File: config.mk
export PLATFORM = sky130hd
export DESIGN_NAME = id_stage_sb_flat
export DESIGN_NICKNAME = d
export VERILOG_FILES = /design/src/rtl/id_stage_sb_if.sv /design/src/rtl/id_stage_sb.sv /design/src/flat_wrapper.sv
export SDC_FILE = /design/constraint.sdc
export NUM_CORES = 1
export LEC_CHECK = 0
export ABC_CLOCK_PERIOD_IN_PS = 7950
export CORE_MARGIN = 2
export CORE_UTILIZATION = 40
export CTS_BUF_LIST = sky130_fd_sc_hd__clkbuf_4
export DETAILED_ROUTE_END_ITERATION = 7
export REMOVE_ABC_BUFFERS = 1
export SKIP_LAST_GASP = 1
export SYNTH_ARGS = -nofsm -noshare
export SYNTH_HDL_FRONTEND = slang
export SYNTH_SLANG_ARGS = --single-unit
File: constraint.sdc
create_clock -name clk -period 7.95 [get_ports clk]
set_input_delay 0.795 -clock clk [delete_from_list [all_inputs] [get_ports clk]]
set_output_delay 0.795 -clock clk [all_outputs]
set_load 0.02 [all_outputs]
File: src/rtl/id_stage_sb_if.sv
// IF/ID -> ID/EX handshake bundle for the registered decode stage.
// master drives the IF slot, flush and EX backpressure; slave is the decode stage.
interface id_stage_sb_if #(
    parameter int XLEN = 32,
    parameter int RAW  = 5
);
    logic            in_valid;
    logic            in_ready;
    logic [31:0]     in_inst;
    logic [XLEN-1:0] in_pc;
    logic            flush;
    logic            ex_ready;
    logic            out_valid;
    logic [5:0]      out_alu_op;
    logic [RAW-1:0]  out_rs1;
    logic [RAW-1:0]  out_rs2;
    logic [RAW-1:0]  out_rd;
    logic            out_read_reg1;
    logic            out_read_reg2;
    logic            out_write_reg;
    logic            out_read_mem;
    logic            out_write_mem;
    logic [XLEN-1:0] out_imm;
    logic [XLEN-1:0] out_pc;
    logic            out_illegal;
    logic            stall;

    modport master (
        output in_valid, in_inst, in_pc, flush, ex_ready,
        input  in_ready, out_valid, out_alu_op, out_rs1, out_rs2, out_rd,
               out_read_reg1, out_read_reg2, out_write_reg, out_read_mem,
               out_write_mem, out_imm, out_pc, out_illegal, stall
    );

    modport slave (
        input  in_valid, in_inst, in_pc, flush, ex_ready,
        output in_ready, out_valid, out_alu_op, out_rs1, out_rs2, out_rd,
               out_read_reg1, out_read_reg2, out_write_reg, out_read_mem,
               out_write_mem, out_imm, out_pc, out_illegal, stall
    );
endinterface

File: src/rtl/id_stage_sb.sv
// Registered RV32-subset decode stage with a per-register producer-latency
// scoreboard driving load-use and branch-compare stalls.
module id_stage_sb #(
    parameter int XLEN     = 32,
    parameter int NREG     = 32,
    parameter int LOAD_LAT = 2
) (
    input  logic        clk,
    input  logic        rst_n,
    id_stage_sb_if.slave bus
);
    localparam int RAW = $clog2(NREG);
    localparam int CW  = $clog2(LOAD_LAT + 1);

    typedef enum logic [5:0] {
        OP_NONE = 6'd0,  OP_ADD = 6'd1,  OP_SUB = 6'd2,  OP_SLL = 6'd3,
        OP_XOR  = 6'd4,  OP_SRL = 6'd5,  OP_OR  = 6'd6,  OP_AND = 6'd7,
        OP_LW   = 6'd8,  OP_ADDI = 6'd9, OP_SW  = 6'd10, OP_BEQ = 6'd11,
        OP_BLT  = 6'd12, OP_BGE = 6'd13, OP_JAL = 6'd14
    } alu_op_e;

    typedef struct packed {
        alu_op_e         op;
        logic [RAW-1:0]  rs1;
        logic [RAW-1:0]  rs2;
        logic [RAW-1:0]  rd;
        logic            rr1;
        logic            rr2;
        logic            wr;
        logic            rm;
        logic            wm;
        logic            ill;
        logic [XLEN-1:0] imm;
    } slot_t;

    slot_t           dec, slot_q;
    logic [XLEN-1:0] pc_q;
    logic            vld_q;
    logic            is_br;
    logic [CW-1:0]   cnt [NREG];

    logic [31:0]     inst;
    logic [2:0]      f3;
    logic [XLEN-1:0] imm_i, imm_s, imm_b, imm_j;

    assign inst  = bus.in_inst;
    assign f3    = inst[14:12];
    assign imm_i = {{(XLEN-12){inst[31]}}, inst[31:20]};
    assign imm_s = {{(XLEN-12){inst[31]}}, inst[31:25], inst[11:7]};
    assign imm_b = {{(XLEN-12){inst[31]}}, inst[7], inst[30:25], inst[11:8], 1'b0};
    assign imm_j = {{(XLEN-20){inst[31]}}, inst[19:12], inst[20], inst[30:21], 1'b0};

    always_comb begin
        dec   = '0;
        is_br = 1'b0;
        case (inst[6:0])
            7'b0110011: begin
                case (f3)
                    3'b000:  dec.op = (inst[31:25] == 7'd0) ? OP_ADD : OP_SUB;
                    3'b001:  dec.op = OP_SLL;
                    3'b100:  dec.op = OP_XOR;
                    3'b101:  dec.op = OP_SRL;
                    3'b110:  dec.op = OP_OR;
                    3'b111:  dec.op = OP_AND;
                    default: dec.op = OP_NONE;
                endcase
                {dec.rr1, dec.rr2, dec.wr} = 3'b111;
            end
            7'b0000011: begin
                dec.op = OP_LW;   dec.rr1 = 1'b1; dec.wr = 1'b1;
                dec.rm = 1'b1;    dec.imm = imm_i;
            end
            7'b0010011: begin
                dec.op = OP_ADDI; dec.rr1 = 1'b1; dec.wr = 1'b1; dec.imm = imm_i;
            end
            7'b0100011: begin
                dec.op = OP_SW;   dec.rr1 = 1'b1; dec.rr2 = 1'b1;
                dec.wm = 1'b1;    dec.imm = imm_s;
            end
            7'b1100011: begin
                case (f3)
                    3'b000:  dec.op = OP_BEQ;
                    3'b100:  dec.op = OP_BLT;
                    3'b101:  dec.op = OP_BGE;
                    default: dec.op = OP_NONE;
                endcase
                {dec.rr1, dec.rr2} = 2'b11;
                dec.imm = imm_b;
                is_br   = 1'b1;
            end
            7'b1101111: begin
                dec.op = OP_JAL;  dec.wr = 1'b1; dec.imm = imm_j;
            end
            default: dec.op = OP_NONE;
        endcase
        // Unrecognised encodings carry only the illegal marker so they never hazard or write.
        if (dec.op == OP_NONE) begin
            dec     = '0;
            dec.ill = 1'b1;
            is_br   = 1'b0;
        end
        dec.rs1 = dec.rr1 ? inst[15 +: RAW] : '0;
        dec.rs2 = dec.rr2 ? inst[20 +: RAW] : '0;
        dec.rd  = dec.wr  ? inst[7  +: RAW] : '0;
    end

    // Branches compare in ID so need the value now; everything else can take EX forwarding.
    logic busy1, busy2, hazard, adv, issue;
    assign busy1  = is_br ? (cnt[dec.rs1] != '0) : (cnt[dec.rs1] > CW'(1));
    assign busy2  = is_br ? (cnt[dec.rs2] != '0) : (cnt[dec.rs2] > CW'(1));
    assign hazard = (dec.rr1 & busy1) | (dec.rr2 & busy2);
    assign adv    = ~vld_q | bus.ex_ready;
    assign issue  = bus.in_valid & bus.in_ready;

    assign bus.in_ready = adv & ~hazard & ~bus.flush;
    assign bus.stall    = bus.in_valid & hazard;

    always_ff @(posedge clk or negedge rst_n) begin
        if (!rst_n) begin
            for (int r = 0; r < NREG; r++) cnt[r] <= '0;
        end else begin
            for (int r = 1; r < NREG; r++) begin
                if (issue && dec.wr && dec.rd == RAW'(r))
                    cnt[r] <= dec.rm ? CW'(LOAD_LAT) : CW'(1);
                else if (bus.ex_ready && cnt[r] != '0)
                    cnt[r] <= cnt[r] - CW'(1);
            end
        end
    end

    always_ff @(posedge clk or negedge rst_n) begin
        if (!rst_n) begin
            vld_q  <= 1'b0;
            slot_q <= '0;
            pc_q   <= '0;
        end else if (bus.flush) begin
            vld_q  <= 1'b0;
            slot_q <= '0;
            pc_q   <= '0;
        end else if (adv) begin
            vld_q  <= bus.in_valid & ~hazard;
            slot_q <= (bus.in_valid & ~hazard) ? dec : '0;
            pc_q   <= (bus.in_valid & ~hazard) ? bus.in_pc : '0;
        end
    end

    assign bus.out_valid     = vld_q;
    assign bus.out_alu_op    = slot_q.op;
    assign bus.out_rs1       = slot_q.rs1;
    assign bus.out_rs2       = slot_q.rs2;
    assign bus.out_rd        = slot_q.rd;
    assign bus.out_read_reg1 = slot_q.rr1;
    assign bus.out_read_reg2 = slot_q.rr2;
    assign bus.out_write_reg = slot_q.wr;
    assign bus.out_read_mem  = slot_q.rm;
    assign bus.out_write_mem = slot_q.wm;
    assign bus.out_illegal   = slot_q.ill;
    assign bus.out_imm       = slot_q.imm;
    assign bus.out_pc        = pc_q;
endmodule
File: src/flat_wrapper.sv
// flat-port wrapper written by rule: the top's interface ports become plain ports
module id_stage_sb_flat 
#(
    parameter int XLEN     = 32,
    parameter int NREG     = 32,
    parameter int LOAD_LAT = 2
)
  (clk, rst_n, bus_in_valid, bus_in_inst, bus_in_pc, bus_flush, bus_ex_ready, bus_in_ready, bus_out_valid, bus_out_alu_op, bus_out_rs1, bus_out_rs2, bus_out_rd, bus_out_read_reg1, bus_out_read_reg2, bus_out_write_reg, bus_out_read_mem, bus_out_write_mem, bus_out_imm, bus_out_pc, bus_out_illegal, bus_stall);
  id_stage_sb_if #(.XLEN(XLEN)) bus_i ();
  input  logic clk;
  input  logic rst_n;
  input wire logic [$bits(bus_i.in_valid)-1:0] bus_in_valid;
  input wire logic [$bits(bus_i.in_inst)-1:0] bus_in_inst;
  input wire logic [$bits(bus_i.in_pc)-1:0] bus_in_pc;
  input wire logic [$bits(bus_i.flush)-1:0] bus_flush;
  input wire logic [$bits(bus_i.ex_ready)-1:0] bus_ex_ready;
  output wire logic [$bits(bus_i.in_ready)-1:0] bus_in_ready;
  output wire logic [$bits(bus_i.out_valid)-1:0] bus_out_valid;
  output wire logic [$bits(bus_i.out_alu_op)-1:0] bus_out_alu_op;
  output wire logic [$bits(bus_i.out_rs1)-1:0] bus_out_rs1;
  output wire logic [$bits(bus_i.out_rs2)-1:0] bus_out_rs2;
  output wire logic [$bits(bus_i.out_rd)-1:0] bus_out_rd;
  output wire logic [$bits(bus_i.out_read_reg1)-1:0] bus_out_read_reg1;
  output wire logic [$bits(bus_i.out_read_reg2)-1:0] bus_out_read_reg2;
  output wire logic [$bits(bus_i.out_write_reg)-1:0] bus_out_write_reg;
  output wire logic [$bits(bus_i.out_read_mem)-1:0] bus_out_read_mem;
  output wire logic [$bits(bus_i.out_write_mem)-1:0] bus_out_write_mem;
  output wire logic [$bits(bus_i.out_imm)-1:0] bus_out_imm;
  output wire logic [$bits(bus_i.out_pc)-1:0] bus_out_pc;
  output wire logic [$bits(bus_i.out_illegal)-1:0] bus_out_illegal;
  output wire logic [$bits(bus_i.stall)-1:0] bus_stall;
  assign bus_i.in_valid = bus_in_valid;
  assign bus_i.in_inst = bus_in_inst;
  assign bus_i.in_pc = bus_in_pc;
  assign bus_i.flush = bus_flush;
  assign bus_i.ex_ready = bus_ex_ready;
  assign bus_in_ready = bus_i.in_ready;
  assign bus_out_valid = bus_i.out_valid;
  assign bus_out_alu_op = bus_i.out_alu_op;
  assign bus_out_rs1 = bus_i.out_rs1;
  assign bus_out_rs2 = bus_i.out_rs2;
  assign bus_out_rd = bus_i.out_rd;
  assign bus_out_read_reg1 = bus_i.out_read_reg1;
  assign bus_out_read_reg2 = bus_i.out_read_reg2;
  assign bus_out_write_reg = bus_i.out_write_reg;
  assign bus_out_read_mem = bus_i.out_read_mem;
  assign bus_out_write_mem = bus_i.out_write_mem;
  assign bus_out_imm = bus_i.out_imm;
  assign bus_out_pc = bus_i.out_pc;
  assign bus_out_illegal = bus_i.out_illegal;
  assign bus_stall = bus_i.stall;
  id_stage_sb #(.XLEN(XLEN), .NREG(NREG), .LOAD_LAT(LOAD_LAT)) u_core (.clk(clk), .rst_n(rst_n), .bus(bus_i));
endmodule
==> metrics.md, run 1 <==
| Metric | Value |
|---|---|
| Critical path capture point type | `primary output` |
| Final Cycle Share | `72.56%` |
| Max reg flops | `62` |
| Seq/Total Area, Yosys | `39.95%` |
| Worst slew pin tran | `1.238 ns` |
| Slew headroom | `17.32%` |
| Sink Count | `141` |
| Cell taking the most area after synthesis | `dfrtp_1` |
| CP startpoint | `bus_in_inst[6]` |
| CTS Buffer Depth | `2` |
| Gpl congestion | `0.8583` |
| Top sig layer | `met4` |
| WS Path Type | `input pin to primary output` |
| Core area | `21760 um2` |
| Synth top area share | `39.95%` |
| Fin util | `49.60%` |
| I/O pin cnt | `163` |
| Post-synth top cells | `dfrtp_1 (141), inv_1 (76), mux2i_1 (69), a21oi_1 (51), nor2_1 (51)` |
| Row count | `54` |
| Number of port buffers | `160` |
| Area grow syn2layout | `22.19%` |
| Max VDD drop | `116.5 uV` |
| Minimum clock period | `5.769 ns` |
| Distinct cells, synth | `66` |
| Crit start category | `input pin` |
| DR WL/cell | `20.71 um` |
| Hold slack | `0.3122 ns` |
| DIE AREA | `23280 um2` |
| Grt total ovfl | `0` |
| Max-cap violation count | `0` |
| # diodes | `0` |
| Asr flop ratio synth | `100.0%` |
| Vias in the first global route | `7249` |
| Final ANT Viol Nets | `0` |
| H-tree levels | `4` |
| Vias | `7450` |
| Worst Skew | `0.02545 ns` |
| Yosys reg bits | `141` |
| Critical path data required time | `7.15 ns` |
| Critical Path Fanout Max | `35` |
| Post-synth EDFFs | `0` |
| Total global-route track usage | `23.34%` |
| Nets@finish | `1107` |
| Num CTS Buffers | `17` |
| Clock transition at path regs | `0.13 ns` |
| Clock latency on the worst-skew pair | `0.57 ns` |
| Mapped Cells | `890` |
| Vias/cell | `5.731` |
| # hold bufs at CTS | `0` |
| FF-to-FF Start | `u_core.cnt[42]` |
| HPWL after DPL | `18.88 mm` |
| Worst Hold Class | `input pin to asynchronous set/reset pin` |
| Final count of hold timing violations | `0` |
| Routed WL | `26.92 mm` |
| Area contributors post-synth | `dfrtp_1 (40%), mux2i_1 (7.8%), mux4_2 (5.4%)` |
| Slew Viols, Final | `0` |
| Metal2 WL | `12.63 mm` |
| CTS Root Cell | `clkbuf_4` |
| Status | `finished, final reports clean` |
| RSZ-0062 raised after global routing | `no` |
| Critical Path AT | `4.97 ns` |
| First-pass GRT wire length | `42.83 mm` |
| Ys flop type | `dfrtp_1` |
| Cell area after synthesis | `8831 um2` |
| Initial DRC Count | `640` |
| Post-CTS Resized | `0` |
| Post-Syn Area per Cell | `9.922 um2` |
| Die Y | `152.6 um` |
| Most common cell in the netlist | `dfrtp_1` |
| Drt drc | `0` |
| Largest net degree at the start of global routing | `90` |
| CTS tree | `built` |
| Final setup viols | `0` |
| Die width | `152.6 um` |
| Biggest register | `u_core.cnt` |
| Peak Freq | `173.3 MHz` |
| Drt pass-1 iters | `5` |
| Antenna violations before repair | `0` |
| Initial core utilization | `40.59%` |
| P per Cell Area | `233.1 nW/um2` |
| Yosys warnings | `2` |
| Wl on met1 | `11.72 mm` |
| Post-CTS setup buffers | `0` |
| Layout cells sized above 1 | `10.20%` |
| P_leak | `4.494 nW` |
| Met3 wire len | `1.902 mm` |
| Setup_tns | `0 ns` |
==> per-layer routing <==
layer | global-route usage, % | up-vias
li1 | - | 3425
met1 | 31.32 | 3655
met2 | 37.45 | 323
met3 | 5.489 | 47
met4 | 7.584 | 0
met5 | 0 | -
==> critical path, cell delays in order <==
cell	delay, ns
clkdlybuf4s50_1	0.74
nand3b_1	0.30
nor2_1	0.73
nor3_1	0.12
and4_1	0.33
a211o_1	0.32
a211oi_1	0.25
o21ai_1	0.11
a21oi_2	0.13
buf_4	0.37
o21a_1	0.17
clkdlybuf4s50_1	0.59
==> logic make-up (layout without fill, tap and decap cells) <==
logic type | count (synthesis) | in the layout | synth area share, %
multiplexers | 90 | 90 | 13.18
XOR/XNOR | 33 | 33 | 3.273
other | 1 | 2 | 0.04246
AO/OA/AOI/OAI | 199 | 199 | 17.91
AND/OR/NAND/NOR | 242 | 242 | 13.63
buffers and inverters | 153 | 282 | 7.622
adder cells (fa/ha/maj) | 31 | 31 | 4.392
flip-flops | 141 | 141 | 39.95
==> cell usage in the layout (no fill, tap or decap), types with 3 or more instances in the layout <==
cell type,instances
nand2b_1,38
nor2_1,50
nand2_1,48
a21oi_1,50
a211o_1,3
o41ai_2,8
o211ai_1,3
a32o_1,16
ha_1,31
clkbuf_4,18
a22o_1,36
inv_1,76
o31ai_2,15
o21a_1,3
a22oi_1,5
mux2i_1,69
nor3_1,36
inv_8,4
nand3_1,38
inv_6,4
o21ai_0,19
buf_4,14
o2111ai_1,5
clkdlybuf4s50_1,159
a21oi_2,3
nor3b_1,3
mux4_2,21
clkinvlp_4,4
xnor2_1,32
o21ai_1,7
nand4_1,3
a221oi_1,4
or3_1,3
dfrtp_1,141
and3_1,5
==> area by class of cell <==
type,instances,area [um2]
Sequential cell,141,3528
Fill cell,2035,10970
Inverter,76,285.3
Clock inverter,14,127.6
Timing Repair Buffer,174,1708
Clock buffer,18,135.1
Tap cell,280,350.3
Multi-Input combinational cell,597,4656
==> per-stage QoR <==
step / total power [mW] / std cells / setup WS [ns] / area (um2)
2_1_floorplan: 1.756 / 814 / 2.329 / 8447
3_3_place_gp: 2.035 / 1268 / 2.341 / 10530
3_5_place_dp: 2.067 / 1268 / 2.219 / 10530
4_1_cts: 2.533 / 1300 / 2.226 / 10790
5_1_grt: 2.727 / 1300 / 1.859 / 10790
6_report: 2.515 / 1300 / 2.181 / 10790
==> power breakdown <==
| part | leakage, nW | switching, mW | total, mW | internal (mW) |
|---|---|---|---|---|
| clock network | 0.134 | 0.319 | 0.459 | 0.140 |
| registers | 1.83 | 0.145 | 1.04 | 0.892 |
| logic | 2.53 | 0.521 | 1.02 | 0.499 |
==> path summary, 6_finish.rpt <==
path | depth (start not counted) | to | slack, ns
worst max-delay path | 12 | bus_stall | 2.18
worst min-delay path | 1 | u_core.cnt[16] | 0.31
worst max register to register | 9 | u_core.bus.out_imm[0] | 4.54
worst min register to register | 2 | u_core.bus.out_imm[2] | 0.50
max in group asynchronous | 2 | u_core.bus.out_rd[4] | 6.38
min in group clk | 2 | u_core.bus.out_imm[2] | 0.50
Note: power is estimated with default switching activity, not from simulation.
==> run 2, diff against run 1 <==
ABC_CLOCK_PERIOD_IN_PS = 5500   (was 7950)
clock period = 5.5 ns   (was 7.95 ns; I/O delays follow)
==> run 2 against run 1 <==
Against the previous run: global-route usage rose by 0.51 points; sequential power rose by 45%; routed wire length rose by 2.2%; clock skew rose by 0.0089 ns; total power rose by 46%; critical path type unchanged; critical path depth fell by 1; highest routed layer unchanged; clock power rose by 52%; cell count rose by 0.85%.
==> metrics.md, run 2 (synthesis gave the netlist of run 1 again) <==
| Metric | Value |
|---|---|
| Status | `finished, final reports clean` |
| Row count | `54 (unchanged)` |
| Die Y | `152.6 um (unchanged)` |
| Critical path data required time | `4.95 ns (-2.20 ns)` |
| Nets@finish | `1117 (+0.90%)` |
| Area grow syn2layout | `23.39%` |
| Crit path buffers/inverters | `2 (-1)` |
| DR WL/cell | `20.99 um (+1.3%)` |
| Placed insts | `1278 (+0.79%)` |
| RSZ-0062 raised after global routing | `no` |
| Post-CTS setup buffers | `0 (unchanged)` |
| Final ANT Viol Nets | `0 (unchanged)` |
| HPWL after DPL | `19.63 mm (+4.0%)` |
| DIE AREA | `23280 um2 (unchanged)` |
| Layout cells sized above 1 | `10.87% (+0.68 points)` |
| I/O pin cnt | `163 (unchanged)` |
| P per Cell Area | `337.7 nW/um2 (+45%)` |
| Clock latency on the worst-skew pair | `0.57 ns (about the same)` |
| Critical Path Fanout Max | `8 (-77%)` |
| Fin util | `50.09% (+0.49 points)` |
| Initial DRC Count | `544 (-15%)` |
| Final setup viols | `0 (unchanged)` |
| Peak Freq | `209.0 MHz` |
| Biggest register | `u_core.cnt` |
| Worst R2R Path Depth | `10 (+1)` |
| Antenna violations before repair | `1 (+1)` |
| Post-CTS Resized | `0 (unchanged)` |
| Register share of total power | `40.9% (-0.3 points)` |
| Worst Hold Class | `input pin to asynchronous set/reset pin` |
| Slew Viols, Final | `0 (unchanged)` |
| Layout fillers | `2025 (-0.49%)` |
| FF-to-FF Start | `u_core.cnt[4]` |
| Critical-path cell list | `clkdlybuf4s50_1 > nand4bb_1 > a2111oi_0 > nor3_1 > and4_1 > a21oi_2 > o21a_1 > o21ai_1 > a21oi_2 > o21a_1 > clkdlybuf4s50_1` |
| Number of port buffers | `160 (unchanged)` |
| Worst slew pin tran | `1.175 ns (-0.06255 ns)` |
| Grt total ovfl | `0 (unchanged)` |
| Switching power | `1.425 mW (+45%)` |
| Max VDD drop | `248.5 uV (+110%)` |
| Vias in the first global route | `7445 (+2.7%)` |
| H-tree levels | `4 (unchanged)` |
| FF/Latch Area | `3528 um2 (unchanged)` |
| Clock transition at path regs | `0.15 ns (+0.02 ns)` |
| Final Instance Count excl. Fillers | `1311 (+0.85%)` |
| Crit-path slowest cell | `a2111oi_0` |
| Area taken by multi-input logic gates | `4656 um2 (unchanged)` |
| CP startpoint | `bus_in_inst[2]` |
| R2r endpoint | `u_core.bus.out_imm[9]` |
| Most frequent cells in the layout | `clkdlybuf4s50_1 (159), dfrtp_1 (141), inv_1 (76)` |
| Routed WL | `27.51 mm (+2.2%)` |
| Slew headroom | `21.32% (+4.0 points)` |
| Final count of hold timing violations | `0 (unchanged)` |
| Largest net degree at the start of global routing | `95 (+5.6%)` |
| Crit start category | `input pin` |
| Initial core utilization | `40.59% (unchanged)` |
| Total global-route track usage | `23.85% (+0.51 points)` |
| Max-cap violation count | `0 (unchanged)` |
| Drt pass-1 iters | `7 (+2)` |
| Vias | `7456 (+0.081%)` |
| Drt drc | `0 (unchanged)` |
| Critical Path AT | `4.23 ns (-0.74 ns)` |
| Final Cycle Share | `86.98%` |
| CTS Root Cell | `clkbuf_4` |
| Clk network pwr share | `19.0% (+0.8 points)` |
| # hold bufs at CTS | `0 (unchanged)` |
| CTS Buffer Depth | `2 (unchanged)` |
| R2R setup slack | `2.28 ns (-2.26 ns)` |
| WS Path Type | `input pin to primary output` |
| Gpl congestion | `0.8956 (+4.3%)` |
| Max reg flops | `62 (unchanged)` |
| Core area | `21760 um2 (unchanged)` |
| Most common cell after layout, fill and taps aside | `clkdlybuf4s50_1` |
| Hold slack | `0.04149 ns (-0.2707 ns)` |
| Crit path largest cell delay | `0.63 ns (-0.11 ns)` |
| Num CTS Buffers | `17 (unchanged)` |
| Comb power frac | `40.1% (-0.5 points)` |
| Setup_tns | `0 ns (unchanged)` |
| Die width | `152.6 um (unchanged)` |
| Worst Skew | `0.03438 ns (+0.008932 ns)` |
| P_leak | `4.564 nW (+1.6%)` |
| Minimum clock period | `4.784 ns` |
| First-pass GRT wire length | `43.64 mm (+1.9%)` |
| Sw Share | `38.71% (-0.44 points)` |
| Internal power | `2.255 mW (+47%)` |
| Sink Count | `141 (unchanged)` |
| Top Family by Delay on Critical Path | `compound AO/OA/AOI/OAI gates` |
| CTS tree | `built` |
| Vias/cell | `5.687 (-0.76%)` |
| Critical path capture point type | `primary output` |
==> run 2: routing by layer <==
metal  routed length, um  global-route usage, %  up-vias
met5                   0                      0        -
met4                 731                  7.407        0
met3                1827                  5.660       46
met2               13030                  38.54      297
met1               11930                  31.83     3678
li1                    -                      -     3435
==> run 2: metrics by stage <==
step	setup WS [ns]	instance area [um2]	power (mW)
CTS	0.7848	10890	3.704
floorplan	0.1238	8447	2.538
global placement	0.8623	10620	2.948
global route	0.4118	10900	3.966
detailed placement	0.7827	10620	2.997
finish	0.7163	10900	3.680
==> run 2: final cells by class <==
class                           instances  share of cell area, %
Multi-Input combinational cell        597                  42.73
Sequential cell                       141                  32.38
Timing Repair Buffer                  184                  16.48
Tap cell                              280                  3.215
Inverter                               76                  2.618
Clock inverter                         15                  1.389
Clock buffer                           17                  1.171
Antenna cell                            1                0.02296
==> run 2: worst max path at each step <==
stage | to | slack [ns] | depth (start not counted)
4_1_cts | bus_stall | 0.78 | 11
3_3_place_gp | bus_stall | 0.86 | 11
5_1_grt | bus_stall | 0.41 | 11
2_1_floorplan | u_core.bus.out_alu_op[2] | 0.12 | 2
6_report | bus_stall | 0.72 | 11
3_5_place_dp | bus_stall | 0.78 | 11
==> run 2: power groups by stage <==
stage               clock network [mW]  registers (mW)  logic, mW
finish                           0.698            1.51       1.48
global route                     0.766            1.53       1.67
CTS                              0.721            1.50       1.48
detailed placement                   0            1.52       1.48
global placement                     0            1.51       1.44
floorplan                            0            1.45       1.09
==> run 3, diff against run 2 <==
TNS_END_PERCENT = 10   (was not set)
==> results of run 3 <==
Same layout as run 2: the final DEF is identical, and so are final timing and power.
